--- src/rtl/pipe_pkg.sv ---
`default_nettype none
// ============================================================================
//  Module      : pipe_pkg
//  Description : Shared definitions for the decode-stage jr hazard logic of
//                the 5-stage MIPS datapath: instruction-field constants, the
//                per-stage destination-tracking record and its bubble value.
//  Revision    : 1.0 - initial release
// ============================================================================
package pipe_pkg;

    // Register-specifier width carried in the tracking records.
    localparam int PIPE_REG_W = 5;

    localparam logic [5:0]            OP_RTYPE = 6'b000000;
    localparam logic [5:0]            FUNCT_JR = 6'b001000;
    localparam logic [PIPE_REG_W-1:0] REG_ZERO = '0;

    // One in-flight instruction as seen by the hazard logic.
    typedef struct packed {
        logic                  valid;
        logic [PIPE_REG_W-1:0] dest;
        logic                  regWrite;
        logic                  memRead;
    } stage_rec_t;

    // An empty slot: no instruction, no write, no load.
    localparam stage_rec_t BUBBLE = '0;

    // True for "jr rs" (R-type, funct jr). $0 filtering is done by the caller.
    function automatic logic is_jr(input logic [5:0] opcode,
                                   input logic [5:0] funct);
        return (opcode == OP_RTYPE) && (funct == FUNCT_JR);
    endfunction

endpackage : pipe_pkg
`default_nettype wire

--- src/rtl/dest_track_stage.sv ---
`default_nettype none
// ============================================================================
//  Module      : dest_track_stage
//  Description : One pipeline-stage destination record. Loads rec_in every
//                rising edge, or a bubble when load_bubble is set. Cleared
//                to a bubble asynchronously while rst_n is low.
//  Ports       : clk          in   pipeline clock
//                rst_n        in   asynchronous active-low clear
//                load_bubble  in   load BUBBLE instead of rec_in
//                rec_in       in   record entering this stage
//                rec_out      out  record currently held in this stage
//  Revision    : 1.0 - initial release
// ============================================================================
module dest_track_stage
    import pipe_pkg::*;
(
    input  logic       clk,
    input  logic       rst_n,
    input  logic       load_bubble,
    input  stage_rec_t rec_in,
    output stage_rec_t rec_out
);

    stage_rec_t rec_d;
    stage_rec_t rec_q;

    always_comb begin
        rec_d = rec_in;
        if (load_bubble) begin
            rec_d = BUBBLE;
        end
    end

    always_ff @(posedge clk or negedge rst_n) begin
        if (!rst_n) begin
            rec_q <= BUBBLE;
        end else begin
            rec_q <= rec_d;
        end
    end

    assign rec_out = rec_q;

endmodule : dest_track_stage
`default_nettype wire

--- src/rtl/jr_hazard_unit.sv ---
`default_nettype none
// ============================================================================
//  Module      : jr_hazard_unit
//  Description : Producer-side companion to the decode-stage jr forwarding
//                mux. Tracks in-flight register writes through EX and MEM,
//                stalls decode while a jr's rs is not yet forwardable, and
//                selects the MEM ALU result as the jr target when it is.
//
//  Optional    : JR_STALL_CNT_EN - when defined, adds parameter CNT_W and
//                output jr_stalls, a saturating count of stalled cycles.
//
//  Ports       : clk        in   pipeline clock
//                rst_n      in   asynchronous active-low reset
//                opcodeD    in   opcode of the decode instruction
//                functD     in   funct field of the decode instruction
//                rsD        in   rs of the decode instruction
//                destD      in   destination of the decode instruction
//                regWriteD  in   decode instruction writes a register
//                memReadD   in   decode instruction is a load
//                flushD     in   squash decode instruction (EX gets bubble)
//                stallD     out  hold PC and IF/ID, bubble into EX
//                fwdD_sel   out  1 = jr target from MEM ALU result
//                rdM        out  MEM-stage destination (0 when empty)
//                regWriteM  out  MEM-stage write enable (0 when empty)
//                jr_stalls  out  stall-cycle count (JR_STALL_CNT_EN only)
//  Revision    : 1.0 - initial release
// ============================================================================
module jr_hazard_unit
    import pipe_pkg::*;
#(
    parameter int REG_W = PIPE_REG_W
`ifdef JR_STALL_CNT_EN
    ,
    parameter int CNT_W = 16
`endif
) (
    input  logic             clk,
    input  logic             rst_n,
    input  logic [5:0]       opcodeD,
    input  logic [5:0]       functD,
    input  logic [REG_W-1:0] rsD,
    input  logic [REG_W-1:0] destD,
    input  logic             regWriteD,
    input  logic             memReadD,
    input  logic             flushD,
    output logic             stallD,
    output logic             fwdD_sel,
    output logic [REG_W-1:0] rdM,
    output logic             regWriteM
`ifdef JR_STALL_CNT_EN
    ,
    output logic [CNT_W-1:0] jr_stalls
`endif
);

    stage_rec_t e_rec;
    stage_rec_t m_rec;
    stage_rec_t e_in;
    logic       e_bubble;

    logic jrD;
    logic hitE;
    logic hitM;

    // ------------------------------------------------------------------
    // Destination tracker: decode -> E -> M
    // ------------------------------------------------------------------
    // A stalled decode instruction stays in IF/ID, so only a bubble may
    // advance into E; a flushed one is dropped the same way.
    assign e_bubble = stallD || flushD;

    always_comb begin
        e_in          = BUBBLE;
        e_in.valid    = 1'b1;
        e_in.dest     = destD;
        e_in.regWrite = regWriteD;
        e_in.memRead  = memReadD;
    end

    dest_track_stage u_stage_e (
        .clk         (clk),
        .rst_n       (rst_n),
        .load_bubble (e_bubble),
        .rec_in      (e_in),
        .rec_out     (e_rec)
    );

    dest_track_stage u_stage_m (
        .clk         (clk),
        .rst_n       (rst_n),
        .load_bubble (1'b0),
        .rec_in      (e_rec),
        .rec_out     (m_rec)
    );

    // ------------------------------------------------------------------
    // Hazard detection
    // ------------------------------------------------------------------
    // $0 is hard-wired, so a jr through it never waits on a producer.
    assign jrD  = is_jr(opcodeD, functD) && (rsD != REG_ZERO);

    assign hitE = jrD && e_rec.valid && e_rec.regWrite && (e_rec.dest == rsD);
    assign hitM = jrD && m_rec.valid && m_rec.regWrite && (m_rec.dest == rsD);

    always_comb begin
        stallD   = 1'b0;
        fwdD_sel = 1'b0;
        // Anything in E is not yet produced; a load in M still has its data
        // in the memory stage. Both wait. Once the load reaches WB the
        // write-first register file supplies the value directly.
        if (hitE || (hitM && m_rec.memRead)) begin
            stallD = 1'b1;
        end
        // The E writer is younger, so when both match it owns the value and
        // the M result must not be forwarded.
        if (hitM && !m_rec.memRead && !hitE) begin
            fwdD_sel = 1'b1;
        end
    end

    // Empty slots report no destination and no write.
    assign rdM       = m_rec.valid ? m_rec.dest : '0;
    assign regWriteM = m_rec.valid && m_rec.regWrite;

`ifdef JR_STALL_CNT_EN
    // ------------------------------------------------------------------
    // Saturating stall-cycle counter
    // ------------------------------------------------------------------
    logic [CNT_W-1:0] jr_stalls_d;
    logic [CNT_W-1:0] jr_stalls_q;

    always_comb begin
        jr_stalls_d = jr_stalls_q;
        if (stallD && (jr_stalls_q != {CNT_W{1'b1}})) begin
            jr_stalls_d = jr_stalls_q + 1'b1;
        end
    end

    always_ff @(posedge clk or negedge rst_n) begin
        if (!rst_n) begin
            jr_stalls_q <= '0;
        end else begin
            jr_stalls_q <= jr_stalls_d;
        end
    end

    assign jr_stalls = jr_stalls_q;
`endif

endmodule : jr_hazard_unit
`default_nettype wire
--- config.mk ---
export PLATFORM = sky130hd
export DESIGN_NAME = jr_hazard_unit
export DESIGN_NICKNAME = d
export VERILOG_FILES = /design/src/rtl/pipe_pkg.sv /design/src/rtl/dest_track_stage.sv /design/src/rtl/jr_hazard_unit.sv
export SDC_FILE = /design/constraint.sdc
export NUM_CORES = 1
export LEC_CHECK = 0
export ABC_AREA = 1
export BUFFER_PORTS_ARGS = -buffer_cell sky130_fd_sc_hd__buf_2
export CAP_MARGIN = 0
export CORE_MARGIN = 10
export CORE_UTILIZATION = 44
export CTS_BUF_LIST = sky130_fd_sc_hd__clkbuf_2 sky130_fd_sc_hd__clkbuf_4 sky130_fd_sc_hd__clkbuf_8
export DETAILED_ROUTE_END_ITERATION = 12
export PLACE_DENSITY = 0.77
export SYNTH_ARGS = -nofsm -noshare
export SYNTH_HDL_FRONTEND = slang
export SYNTH_SLANG_ARGS = --single-unit
export TNS_END_PERCENT = 1
--- constraint.sdc ---
create_clock -name clk -period 1.2 [get_ports clk]
set_clock_uncertainty 0.15 [all_clocks]
set_input_delay 0.06 -clock clk [delete_from_list [all_inputs] [get_ports clk]]
set_output_delay 0.06 -clock clk [all_outputs]
set_load 0.1 [all_outputs]
# ---- Word level (Yosys, flattened, before mapping)
# Index checks and enable logic that the tools add are counted.
dict set report totals {
  out_inout_bits 8
  register_bits 16
  inputBits 27
  word_cells 33
}
dict set report classes {
  eq_ne 3
  n_mux 4
  n_reduce_logical 18
}
# operator n
set ops {}
lappend ops {{1-bit logical AND} 12}
lappend ops {{5-bit equality test} 2}
lappend ops {{8-bit 2-to-1 mux} 1}
lappend ops {{6-bit by 4-bit equality test with 1-bit output, second input constant} 1}
lappend ops {{6-bit logical NOT} 1}
lappend ops {{5-bit 2-to-1 mux} 1}
lappend ops {{5-bit nonzero test} 1}
lappend ops {{1-bit logical NOT} 2}
lappend ops {{1-bit logical OR} 2}
lappend ops {{1-bit 2-to-1 mux} 2}

# ---- Depth between registers and ports, before layout
# Gate-level depths: netlist (run 1).
dict set report depth {
  depth_word 11
  mapped_depth 9
  depth_no_buf 9
}

# ---- Hierarchy
# Synthesis (run 1) repeated with hierarchy kept, for this count alone.
dict set report hier_totals {
  hier_cells 158
  hier_area_um2 991.0
}
# module cells_per_inst seq_area_each_um2 area_each_um2 instances
set by_module_without_submodules {}
lappend by_module_without_submodules {dest_track_stage 25 200.2 271.5 2}
lappend by_module_without_submodules {jr_hazard_unit 108 0.0 447.9 1}

# ---- Worst setup path after synthesis (run 1)
# No wires, ideal clock.
dict set report synth_path {
  path_kind {register to output}
  start {reg u_stage_m.rec_q, in the netlist u_stage_m.rec_out[7]}
  end {out fwdD_sel}
  path_stages_with_launch 7
  path_buffers 0
  t_required_ns 0.990
  path_slack_ns -1.876
  t_arrival_ns 2.866
  path_cell_list {dfrtp_1 -> nand2_2 -> a21oi_2 -> o21ai_1 -> nor2_2 -> nand2_1 -> nor3_1}
}
dict set report synth_via {
  elab_chain_cells 6
}
# item line
set synth_lines {}
lappend synth_lines {{start, declared} dest_track_stage.sv:25} ;# stage_rec_t rec_q;
lappend synth_lines {{start signal, assigned} dest_track_stage.sv:38} ;# rec_q <= rec_d;
lappend synth_lines {{1-bit logical AND (3 in a row)} jr_hazard_unit.sv:103} ;# assign hitM = jrD && m_rec.valid && m_rec.regWrite && (m_rec.dest == rsD);
lappend synth_lines {{1-bit logical AND (2 in a row)} jr_hazard_unit.sv:116} ;# if (hitM && !m_rec.memRead && !hitE) begin
lappend synth_lines {{1-bit 2-to-1 mux} jr_hazard_unit.sv:116}
lappend synth_lines {{end, declared} jr_hazard_unit.sv:47} ;# output logic fwdD_sel,
# No other way between the ends.

# ---- Worst setup path in the final report (run 1)
dict set report layout_path {
  start {reg u_stage_m.rec_q, in the netlist u_stage_m.rec_out[5]}
  end {out fwdD_sel}
}
dict set report layout_via {
  elab_chain_cells 5
}
# item line
set layout_lines {}
lappend layout_lines {{5-bit equality test} jr_hazard_unit.sv:103}
lappend layout_lines {{1-bit logical AND} jr_hazard_unit.sv:103}
lappend layout_lines {{1-bit logical AND (2 in a row)} jr_hazard_unit.sv:116}
lappend layout_lines {{1-bit 2-to-1 mux} jr_hazard_unit.sv:116}
# No other way between the ends.

==> results.md, run 1 <==
- Hold violation count in the final report: 0
- Power Total: 1.223 mW
- Maximum clock rate: 0.5491 GHz
- Grt total ovfl: 0
- Vias: 928
- Largest net degree at the start of global routing: 17
- Worst slew pin tran: 0.3384 ns
- Status: finished with violations
- Root Buffer: clkbuf_4
- YS warnings: 0
- # nets final: 211
- Core box area: 1922 sq um
- First-pass detailed-route iteration total: 4
- Die Ht: 64.62 um
- Initial core utilization: 0.4557
- Finished Cell Area: 1439 sq um
- P&R area growth vs syn: 64.29%
- Hold Crit Class: in -> async
- GRT Util Overall: 0.1196
- Crit path from: u_stage_m.rec_out[5]
- Static Leakage: 0.8002 nW
- Gate count of the mapped netlist: 130
- Min Tclk post-route: 1.821 ns
- # Max-Cap Violations: 0
- Slew Viols, Final: 0
- Layout fillers: 148
- CTS buffer count: 3
- Vias in the first global route: 1023
- Multi-input logic area: 386.6 sq um
- Setup CP Type: reg -> out
- Mean number of vias per cell: 4.419
- IO Port Bufs: 34
- FF+latch count, synth: 16
- Maximum root-to-sink buffer count: 2
- Worst flop-to-flop path startpoint: u_stage_m.rec_out[5]
- Post-route ant nets: 0
- Fin worst setup slack: -0.6210 ns
- Worst Path Arrival: 1.61 ns
- Unique masters post-synth: 16
- Clock Pin Slew Worst Setup and Hold Paths: 0.09 ns
- DR DRC count: 0
- Fin Hold WS: 0.05213 ns
- Startpoint Class: register
- DIE WIDTH: 64.62 um
- Unrepaired setup endpoints after global routing: true
- Endpoints failing setup: 16
- Row Count: 16
- Synthesized area per cell: 6.737 sq um
- Hpwl dp: 1.854 mm
- Syn Nets: 157
- Worst skew pair latency: 0.28 ns
- Placed Instances: 196
- WL per Instance: 10.99 um
- Cell Count, Final, Fillers Out: 210
- Failing checks: negative setup slack
- H-tree depth: 1
- Syn Std Cell Area: 875.8 sq um
- FF-to-FF path depth: 9
- Die area: 4175 sq um
- Nature of the critical path endpoint: output pin
- First-pass GRT wire length: 4.091 mm
- FF+latch area: 400.4 sq um
- Placed Instance Area: 1260 sq um
- Ratio of cells with drive above 1 in the final layout: 0.3552
- I/O pin total: 35
- Slew Limit Headroom: 0.7744
- DR iter-0 viols: 15
- Diodes inserted: 0
- Routability congestion estimate: 0.7963
- Routed wire length: 2.308 mm
- Peak VDD IR: 0.7678 mV
- Initial antenna violation count: 0
- P per Cell Area: 849.7 nW/um^2
- Clock sinks: 16
- CTS tree: built
- Tcrit/Tclk final: 1.518
- CP max FO: 3
- Worst EP required: 0.99 ns
- Part of the Yosys area used for sequential elements: 0.4571
-- worst max-delay path, stage by stage, from the launching register on --
cell and delay, ns:
dfrtp_1 0.41, nand2_1 0.09, nand2_1 0.07, nor2_1 0.09, nand2_1 0.10, nor2_4 0.12, nand2_1 0.10, nor3_4 0.16
buf_12 0.20
-- cell type report --
type,instances,share of cell area
timing repair buffer,49,0.3009
sequential,16,0.2783
multi-input combinational,75,0.2687
inverter,39,0.1035
clock buffer,4,0.02522
tap,27,0.02348
-- through the flow --
step	worst slack [ns]	util	TNS (ns)
floorplan	-0.6266	-	-1.980
global placement	-0.2559	0.6556	-1.887
detailed placement	-0.3099	0.6556	-2.651
CTS	-0.6056	0.7396	-3.909
global route	-0.7591	0.7487	-5.757
finish	-0.6210	0.7487	-4.151
-- cells in the mapped netlist --
| master | instances | area [sq um] |
|---|---|---|
| nand2_1 | 41 | 153.9 |
| inv_1 | 39 | 146.4 |
| nor2_1 | 19 | 71.32 |
| dfrtp_1 | 16 | 400.4 |
| nand4_1 | 3 | 18.77 |
| o21ai_0 | 2 | 10.01 |
| a21oi_1 | 1 | 5.000 |
| a21oi_2 | 1 | 8.760 |
| and2_0 | 1 | 6.260 |
| nand2_2 | 1 | 6.260 |
| nand3_1 | 1 | 5.000 |
| nand3_2 | 1 | 10.01 |
| nand3_4 | 1 | 17.52 |
| nor2_2 | 1 | 6.260 |
| nor3_1 | 1 | 5.000 |
| o21ai_1 | 1 | 5.000 |
-- layer usage --
layer	part of all wire	GRT usage	up-vias
li1	-	-	476
met5	0	0	-
met1	0.36	0.1065	420
met4	0.038	0.08824	0
met3	0.046	0.02749	8
met2	0.55	0.2278	24
-- cell usage in the layout, fill, tap and decap left out, types with 4 or more instances in the layout --
cell type and count:
buf_12 8, buf_2 26, buf_4 4, dfrtp_1 16, dlygate4sd3_1 9, inv_1 32
inv_2 6, nand2_1 35, nand2_2 7, nor2_1 18
-- power by group --
group / switching, mW / total (mW) / internal, mW
sequential: 0.0213 / 0.587 / 0.566
clock: 0.157 / 0.341 / 0.184
combinational: 0.167 / 0.294 / 0.128
total: 0.345 / 1.22 / 0.878
-- path summary, 6_finish.rpt --
path	end	slack, ns
setup / recovery	fwdD_sel	-0.62
setup reg to reg	u_stage_e.rec_out[1]	-0.30
hold reg to reg	u_stage_m.rec_out[0]	0.21
hold / removal	u_stage_e.rec_out[7]	0.05
max in group asynchronous	u_stage_m.rec_out[6]	0.60
min in group clk	u_stage_m.rec_out[0]	0.21
-- state kept, by name, indices dropped and copies added (netlist names) --
name and flops:
u_stage_e.rec_out 8, u_stage_m.rec_out 8
-- kinds of logic (layout without fill, tap and decap cells) --
| family | Yosys count | count (layout) | share of synthesized area |
|---|---|---|---|
| buffers and inverters | 39 | 92 | 0.1671 |
| AOI/OAI and AO/OA | 5 | 5 | 0.03285 |
| DFF | 16 | 16 | 0.4571 |
| and+or+nand+nor | 70 | 70 | 0.3429 |
-- timing repair --
| item | 4_1_cts | 5_1_grt |
|---|---|---|
| pin swaps | 1 | 0 |
| buffers inserted | 1 | 0 |
| hold endpoints to repair | 24 | 0 |
| gates resized for setup | 15 | 5 |
| hold buffers | 9 | 0 |
| endpoints found under the setup margin | 16 | 16 |
Note: power is estimated with default switching activity, not from simulation.
==> run 2: changes to the inputs <==
--- a/config.mk
+++ b/config.mk
@@ -8,11 +8,14 @@
 export ABC_AREA = 1
 export BUFFER_PORTS_ARGS = -buffer_cell sky130_fd_sc_hd__buf_2
 export CAP_MARGIN = 0
+export CELL_PAD_IN_SITES_DETAIL_PLACEMENT = 1
+export CELL_PAD_IN_SITES_GLOBAL_PLACEMENT = 1
+export CORE_ASPECT_RATIO = 0.5
 export CORE_MARGIN = 10
-export CORE_UTILIZATION = 44
+export CORE_UTILIZATION = 30
 export CTS_BUF_LIST = sky130_fd_sc_hd__clkbuf_2 sky130_fd_sc_hd__clkbuf_4 sky130_fd_sc_hd__clkbuf_8
 export DETAILED_ROUTE_END_ITERATION = 12
-export PLACE_DENSITY = 0.77
+export PLACE_DENSITY_LB_ADDON = 0.1
 export SYNTH_ARGS = -nofsm -noshare
 export SYNTH_HDL_FRONTEND = slang
 export SYNTH_SLANG_ARGS = --single-unit
==> run 2 against run 1 <==
The flow still finishes with violations (negative setup slack). Die area grew 34%. Critical endpoint unchanged. Sequential power is essentially flat. Largest power group unchanged. Power grew 11%. Global-route usage shrank 2.0 points. Sequential share of layout area grew 0.097 points.
==> results.md, run 2 (synthesis results as in run 1) <==
- Nature of the critical path endpoint: output pin
- Fin worst setup slack: -0.5446 ns (+0.07641 ns)
- Die area: 5612 sq um (+34%)
- Maximum root-to-sink buffer count: 2 (unchanged)
- Ratio of cells with drive above 1 in the final layout: 0.3297 (-0.02552)
- Largest net degree at the start of global routing: 17 (unchanged)
- Worst Path Arrival: 1.53 ns (-0.08 ns)
- DR iter-0 viols: 14 (-1)
- Hold Crit Class: in -> async
- GR Util met1: 0.1211 (+0.01455)
- Crit-path slowest cell: dfrtp_1
- CP bufs+invs: 2 (+1)
- Worst flop-to-flop path startpoint: u_stage_m.rec_out[5]
- Multi-input logic area: 364.1 sq um (-5.8%)
- Setup CP Type: reg -> out
- Met3 GRT Util: 0.03466 (+0.007168)
- First-pass detailed-route iteration total: 2 (-2)
- Cell Count, Final, Fillers Out: 219 (+4.3%)
- First-pass GRT wire length: 4.395 mm (+7.4%)
- Initial core utilization: 0.3263 (-0.1294)
- Vias: 920 (-0.86%)
- Post-route ant nets: 0 (unchanged)
- Slew Limit Headroom: 0.7569 (-0.01747)
- CP max FO: 3 (unchanged)
- Maximum clock rate: 0.5732 GHz (+4.4%)
- Endpoints failing setup: 16 (unchanged)
- Clock Pin Slew Worst Setup and Hold Paths: 0.06 ns (-0.03 ns)
- Hpwl dp: 2.125 mm (+15%)
- Root Buffer: clkbuf_8
- Worst skew pair latency: 0.25 ns (-0.03 ns)
- DIE WIDTH: 96.41 um (+49%)
- Crit path largest cell delay: 0.36 ns (-0.05 ns)
- Power Total: 1.352 mW (+11%)
- # nets final: 210 (-0.47%)
- Status: finished with violations
- Min Tclk post-route: 1.745 ns (-0.07641 ns)
- Setup crit end: fwdD_sel
- Mean number of vias per cell: 4.201 (-4.9%)
- Vias in the first global route: 968 (-5.4%)
- Tcrit/Tclk final: 1.454 (-0.06367)
- CP Cell Sequence: inv_1, nand2_1, nand2_1, nor2_1, nand2_1, nor2_4, nand2_1, nor3_4, buf_12
- CTS tree: built
- P per Cell Area: 942.6 nW/um^2 (+11%)
- CTS buffer count: 3 (unchanged)
- Setup TNS: -3.775 ns (+0.3761 ns)
- Layout fillers: 340 (+130%)
- Grt total ovfl: 0 (unchanged)
- Static Leakage: 0.7986 nW (-0.19%)
- # Max-Cap Violations: 0 (unchanged)
- Startpoint Class: register
- Routed wire length: 2.640 mm (+14%)
- Worst EP required: 0.99 ns (about the same)
- Reg-to-Reg End: u_stage_e.rec_out[1]
- CP most frequent cell: nand2_1
- Diodes inserted: 0 (unchanged)
- P&R area growth vs syn: 63.71%
- Worst slew pin tran: 0.3646 ns (+0.02621 ns)
- M2 GR Usage: 0.1602 (-0.06768)
- Hold violation count in the final report: 0 (unchanged)
- Peak VDD IR: 0.7373 mV (-4.0%)
- Clock sinks: 16 (unchanged)
- Final design utilization: 0.5343 (-0.2144)
- WL per Instance: 12.05 um (+9.7%)
- FF-to-FF path depth: 10 (+1)
- DR DRC count: 0 (unchanged)
- Finished Cell Area: 1434 sq um (-0.35%)
- Commonest non-fill, non-tap cell in the layout: nand2_1
- Cell count along the critical path: 9 (+1)
- Unrepaired setup endpoints after global routing: true
- Placed Instances: 204 (+4.1%)
- Crit-path leading delay family: simple AND/OR/NAND/NOR gates
- R2R setup slack: -0.30 ns (about the same)
- IO Port Bufs: 34 (unchanged)
- Commonest non-fill, non-tap cells in the layout: nand2_1, inv_1, buf_2, nor2_1, dfrtp_1
- Routability congestion estimate: 0.7606 (-4.5%)
- Initial antenna violation count: 0 (unchanged)
- Crit path from: u_stage_m.rec_out[5]
- Failing checks: negative setup slack
- Die Ht: 58.21 um (-9.9%)
- H-tree depth: 1 (unchanged)
- I/O pin total: 35 (unchanged)
- Core box area: 2684 sq um (+40%)
- GRT Max-Usage Layer: met2
- Row Count: 13 (-3)
- FF+latch area: 400.4 sq um (unchanged)
- GRT Util Overall: 0.09992 (-0.01967)
- Placed Instance Area: 1257 sq um (-0.20%)
- Slew Viols, Final: 0 (unchanged)
## run 2: worst min path at each step
stage                                end  slack, ns  depth (start not counted)
finish              u_stage_e.rec_out[0]       0.10                          2
global route        u_stage_m.rec_out[0]       0.13                          2
detailed placement  u_stage_e.rec_out[0]      -0.16                          1
global placement    u_stage_e.rec_out[0]      -0.16                          1
floorplan           u_stage_e.rec_out[0]      -0.39                          0
CTS                 u_stage_m.rec_out[3]       0.10                          2
## run 2: layout make-up
class                      count  area share
timing repair buffer          48      0.2941
tap                           37     0.03229
clock buffer                   4     0.03839
sequential                    16      0.2792
inverter                      39      0.1021
multi-input combinational     75      0.2539
## run 2: power breakdown
part           internal [mW]  switching (mW)  total [mW]  leakage [nW]
Sequential             0.567          0.0218       0.589         0.204
Combinational          0.123           0.165       0.289         0.566
Clock                  0.291           0.182       0.474        0.0288
## run 2: stage by stage
| step | setup WS (ns) | hold slack (ns) |
|---|---|---|
| after floorplan | -0.6266 | -0.3856 |
| after global placement | -0.3028 | -0.1623 |
| after detailed placement | -0.3068 | -0.1583 |
| after CTS | -0.5712 | 0.1023 |
| after global routing | -0.7098 | 0.1310 |
| final | -0.5446 | 0.1046 |
## run 2: timing repair
| action | CTS | global route |
|---|---|---|
| buffers inserted | 0 | 2 |
| endpoints found under the setup margin | 16 | 16 |
| hold buffers | 9 | 0 |
| endpoints found under the hold margin | 24 | 0 |
| resized for setup | 11 | 1 |
| pin swaps | 1 | 2 |
## run 2: routing by layer
layer	wire, um	part of all wire	vias up
li1	-	-	471
met1	1217	0.46	420
met2	1186	0.45	25
met3	198	0.075	4
met4	37	0.014	0
met5	0	0	-
==> run 3: changes to the inputs <==
--- a/config.mk
+++ b/config.mk
@@ -12,11 +12,12 @@
 export CELL_PAD_IN_SITES_GLOBAL_PLACEMENT = 1
 export CORE_ASPECT_RATIO = 0.5
 export CORE_MARGIN = 10
-export CORE_UTILIZATION = 30
+export CORE_UTILIZATION = 31
 export CTS_BUF_LIST = sky130_fd_sc_hd__clkbuf_2 sky130_fd_sc_hd__clkbuf_4 sky130_fd_sc_hd__clkbuf_8
 export DETAILED_ROUTE_END_ITERATION = 12
 export PLACE_DENSITY_LB_ADDON = 0.1
 export SYNTH_ARGS = -nofsm -noshare
 export SYNTH_HDL_FRONTEND = slang
+export SYNTH_HIERARCHICAL = 1
 export SYNTH_SLANG_ARGS = --single-unit
 export TNS_END_PERCENT = 1
==> run 3 against run 2 <==
The flow still finishes with violations (negative setup slack). Synthesized cell count up 22%. Cell count rose by 15%. Sequential share of layout area down 2.5 points. Die area up 6.8%. Area after synthesis increased by 13%. Global-route usage up 0.48 points. Routed wire length grew 14%.
==> results.md, run 3 <==
- Hold violation count in the final report: 0 (unchanged)
- Worst EP required: 0.99 ns (about the same)
- Hpwl dp: 2.500 mm (+18%)
- # Max-Cap Violations: 0 (unchanged)
- Die area: 5995 sq um (+6.8%)
- DIE WIDTH: 99.96 um (+3.7%)
- Unrepaired setup endpoints after global routing: true
- CTS buffer count: 3 (unchanged)
- DR iter-0 viols: 20 (+6)
- GRT Util Overall: 0.1047 (+0.004750)
- Endpoints failing setup: 16 (unchanged)
- Gate count of the mapped netlist: 158 (+22%)
- Row Count: 14 (+1)
- Synth top area cells: dfrtp_1, inv_1, nand2_1, nor2_1, nor2_2
- Hold Crit Class: in -> reg
- YS warnings: 6 (+6)
- Root Buffer: clkbuf_8
- Crit path largest cell delay: 0.40 ns (+0.04 ns)
- Slew Viols, Final: 0 (unchanged)
- P&R area growth vs syn: 59.09%
- Clock Pin Slew Worst Setup and Hold Paths: 0.06 ns (about the same)
- Initial antenna violation count: 0 (unchanged)
- Syn Std Cell Area: 991.0 sq um (+13%)
- Diodes inserted: 0 (unchanged)
- Cell Count, Final, Fillers Out: 252 (+15%)
- First-pass detailed-route iteration total: 4 (+2)
- Die Ht: 59.98 um (+3.0%)
- P per Cell Area: 777.1 nW/um^2 (-18%)
- Part of the Yosys area used for sequential elements: 0.4040 (-0.05310)
- Largest area contributor in the netlist: dfrtp_1
- Setup CP Type: reg -> out
- Largest net degree at the start of global routing: 17 (unchanged)
- CP Cell Sequence: nand2_1, nand2_1, nor2_2, nand2_1, nor2_2, nand2_2, nor2_4, buf_12
- Failing checks: negative setup slack
- CP most frequent cell: nand2_1
- Worst Path Arrival: 1.52 ns (about the same)
- Vias in the first global route: 1133 (+17%)
- Ratio of cells with drive above 1 in the final layout: 0.3491 (+0.01939)
- Min Tclk post-route: 1.728 ns (-0.01618 ns)
- CTS tree: built
- Clock sinks: 16 (unchanged)
- I/O pin total: 35 (unchanged)
- Commonest non-fill, non-tap cells in the layout: inv_1, nand2_1, buf_2, nor2_1, dfrtp_1
- Share of the synthesized area in the top cell type: 0.4040 (-0.05310)
- Startpoint Class: register
- # nets final: 241 (+15%)
- Post-route ant nets: 0 (unchanged)
- Synth async-reset ratio: 1.000 (unchanged)
- Crit-path slowest cell: dfrtp_1
- Static Leakage: 0.8877 nW (+11%)
- H-tree depth: 1 (unchanged)
- Routability congestion estimate: 0.7606 (unchanged)
- Top FF cell, synth: dfrtp_1
- Fin worst setup slack: -0.5284 ns (+0.01618 ns)
- Post-synth EDFFs: 0 (unchanged)
- Core box area: 3030 sq um (+13%)
- Vias: 1056 (+15%)
- Routed wire length: 3.004 mm (+14%)
- CP max FO: 3 (unchanged)
- Nature of the critical path endpoint: output pin
- Unique masters post-synth: 14 (-2)
- Power Total: 1.225 mW (-9.4%)
- Commonest non-fill, non-tap cell in the layout: inv_1
- DR DRC count: 0 (unchanged)
- Status: finished with violations
- Crit-path leading delay family: simple AND/OR/NAND/NOR gates
- Placed Instance Area: 1413 sq um (+12%)
- Synthesized area per cell: 6.272 sq um (-6.9%)
- Top-count cell post-synth: inv_1
- Syn Nets: 185 (+18%)
- Maximum root-to-sink buffer count: 2 (unchanged)
- Peak VDD IR: 0.7674 mV (+4.1%)
- WL per Instance: 11.92 um (-1.1%)
- IO Port Bufs: 34 (unchanged)
- First-pass GRT wire length: 5.002 mm (+14%)
- Tcrit/Tclk final: 1.440 (-0.01349)
- Commonest cells in the synthesized netlist: inv_1, nand2_1, nor2_1, dfrtp_1, nor2_2
- Placed Instances: 239 (+17%)
- FF+latch count, synth: 16 (unchanged)
- CP bufs+invs: 1 (-1)
- Finished Cell Area: 1577 sq um (+9.9%)
- Maximum clock rate: 0.5786 GHz (+0.94%)
- Worst skew pair latency: 0.25 ns (about the same)
- Initial core utilization: 0.3270 (+0.0006621)
- Mean number of vias per cell: 4.190 (-0.25%)
- Grt total ovfl: 0 (unchanged)
[run 3: changes by cell type in the layout (fill, tap and decap cells not counted), moves of 4 or more]
cell,before,now
nand2_2,3,7
nor2_1,18,24
buf_4,4,8
nor2_2,1,6
inv_1,32,41
[run 3: final timing paths]
kind | cells after the start | to | from | slack [ns]
worst min register to register | 2 | u_stage_m/rec_out[0] | u_stage_e/rec_out[0] | 0.32
worst min-delay path | 5 | u_stage_e/rec_out[0] | flushD | 0.04
worst max register to register | 9 | u_stage_e/rec_out[3] | u_stage_m/rec_out[5] | -0.32
worst max-delay path | 8 | fwdD_sel | u_stage_m/rec_out[5] | -0.53
min in group asynchronous | 2 | u_stage_e/rec_out[7] | rst_n | 0.11
max in group asynchronous | 2 | u_stage_e/rec_out[0] | rst_n | 0.53
[run 3: final cells by class]
type / instances / area, sq um
fillers: 390 / 1454
repair buffers: 53 / 473.0
multi-input cells: 89 / 412.9
flip-flops and latches: 16 / 400.4
inverters: 51 / 198.9
well taps: 40 / 50.05
clock buffers: 3 / 41.29
[run 3: cells by family after synthesis]
logic type / share of synthesized area
simple gates: 0.3573
flops: 0.4040
compound gates: 0.01515
buf+inv: 0.2159
other cells: 0.007579
[run 3: what timing repair did]
item,CTS,global route
hold endpoints to repair,23,0
endpoints found under the setup margin,16,16
hold buffers,8,0
gates resized for setup,13,2
setup buffers,1,1
pin swaps,2,3
[run 3: power by group]
group	total, mW	switching (mW)	internal (mW)	leakage, nW
Combinational	0.245	0.129	0.116	0.655
Sequential	0.583	0.0187	0.564	0.211
Clock	0.397	0.174	0.223	0.0216
[run 3: stage by stage]
step	TNS [ns]	setup WS, ns	hold WS, ns	utilization
6_report	-3.875	-0.5284	0.04325	0.5202
3_5_place_dp	-2.972	-0.3069	-0.1573	0.4661
3_3_place_gp	-2.505	-0.2662	-0.1602	0.4661
2_1_floorplan	-4.002	-0.5438	-0.3856	-
5_1_grt	-5.753	-0.6566	0.06243	0.5202
4_1_cts	-3.930	-0.5263	0.05257	0.5157
[run 3: metal layers]
| layer | part of all wire | GRT usage | vias up |
|---|---|---|---|
| li1 | - | - | 544 |
| met1 | 0.44 | 0.1218 | 475 |
| met2 | 0.47 | 0.1806 | 34 |
| met3 | 0.088 | 0.03567 | 3 |
| met4 | 0.0090 | 0.03043 | 0 |
| met5 | 0 | 0 | - |
[run 3: tightest hold or removal path, delay by kind of cell]
family	cells	cell delay (ns)
buffers and inverters	3	0.24
AND/OR/NAND/NOR	2	0.12
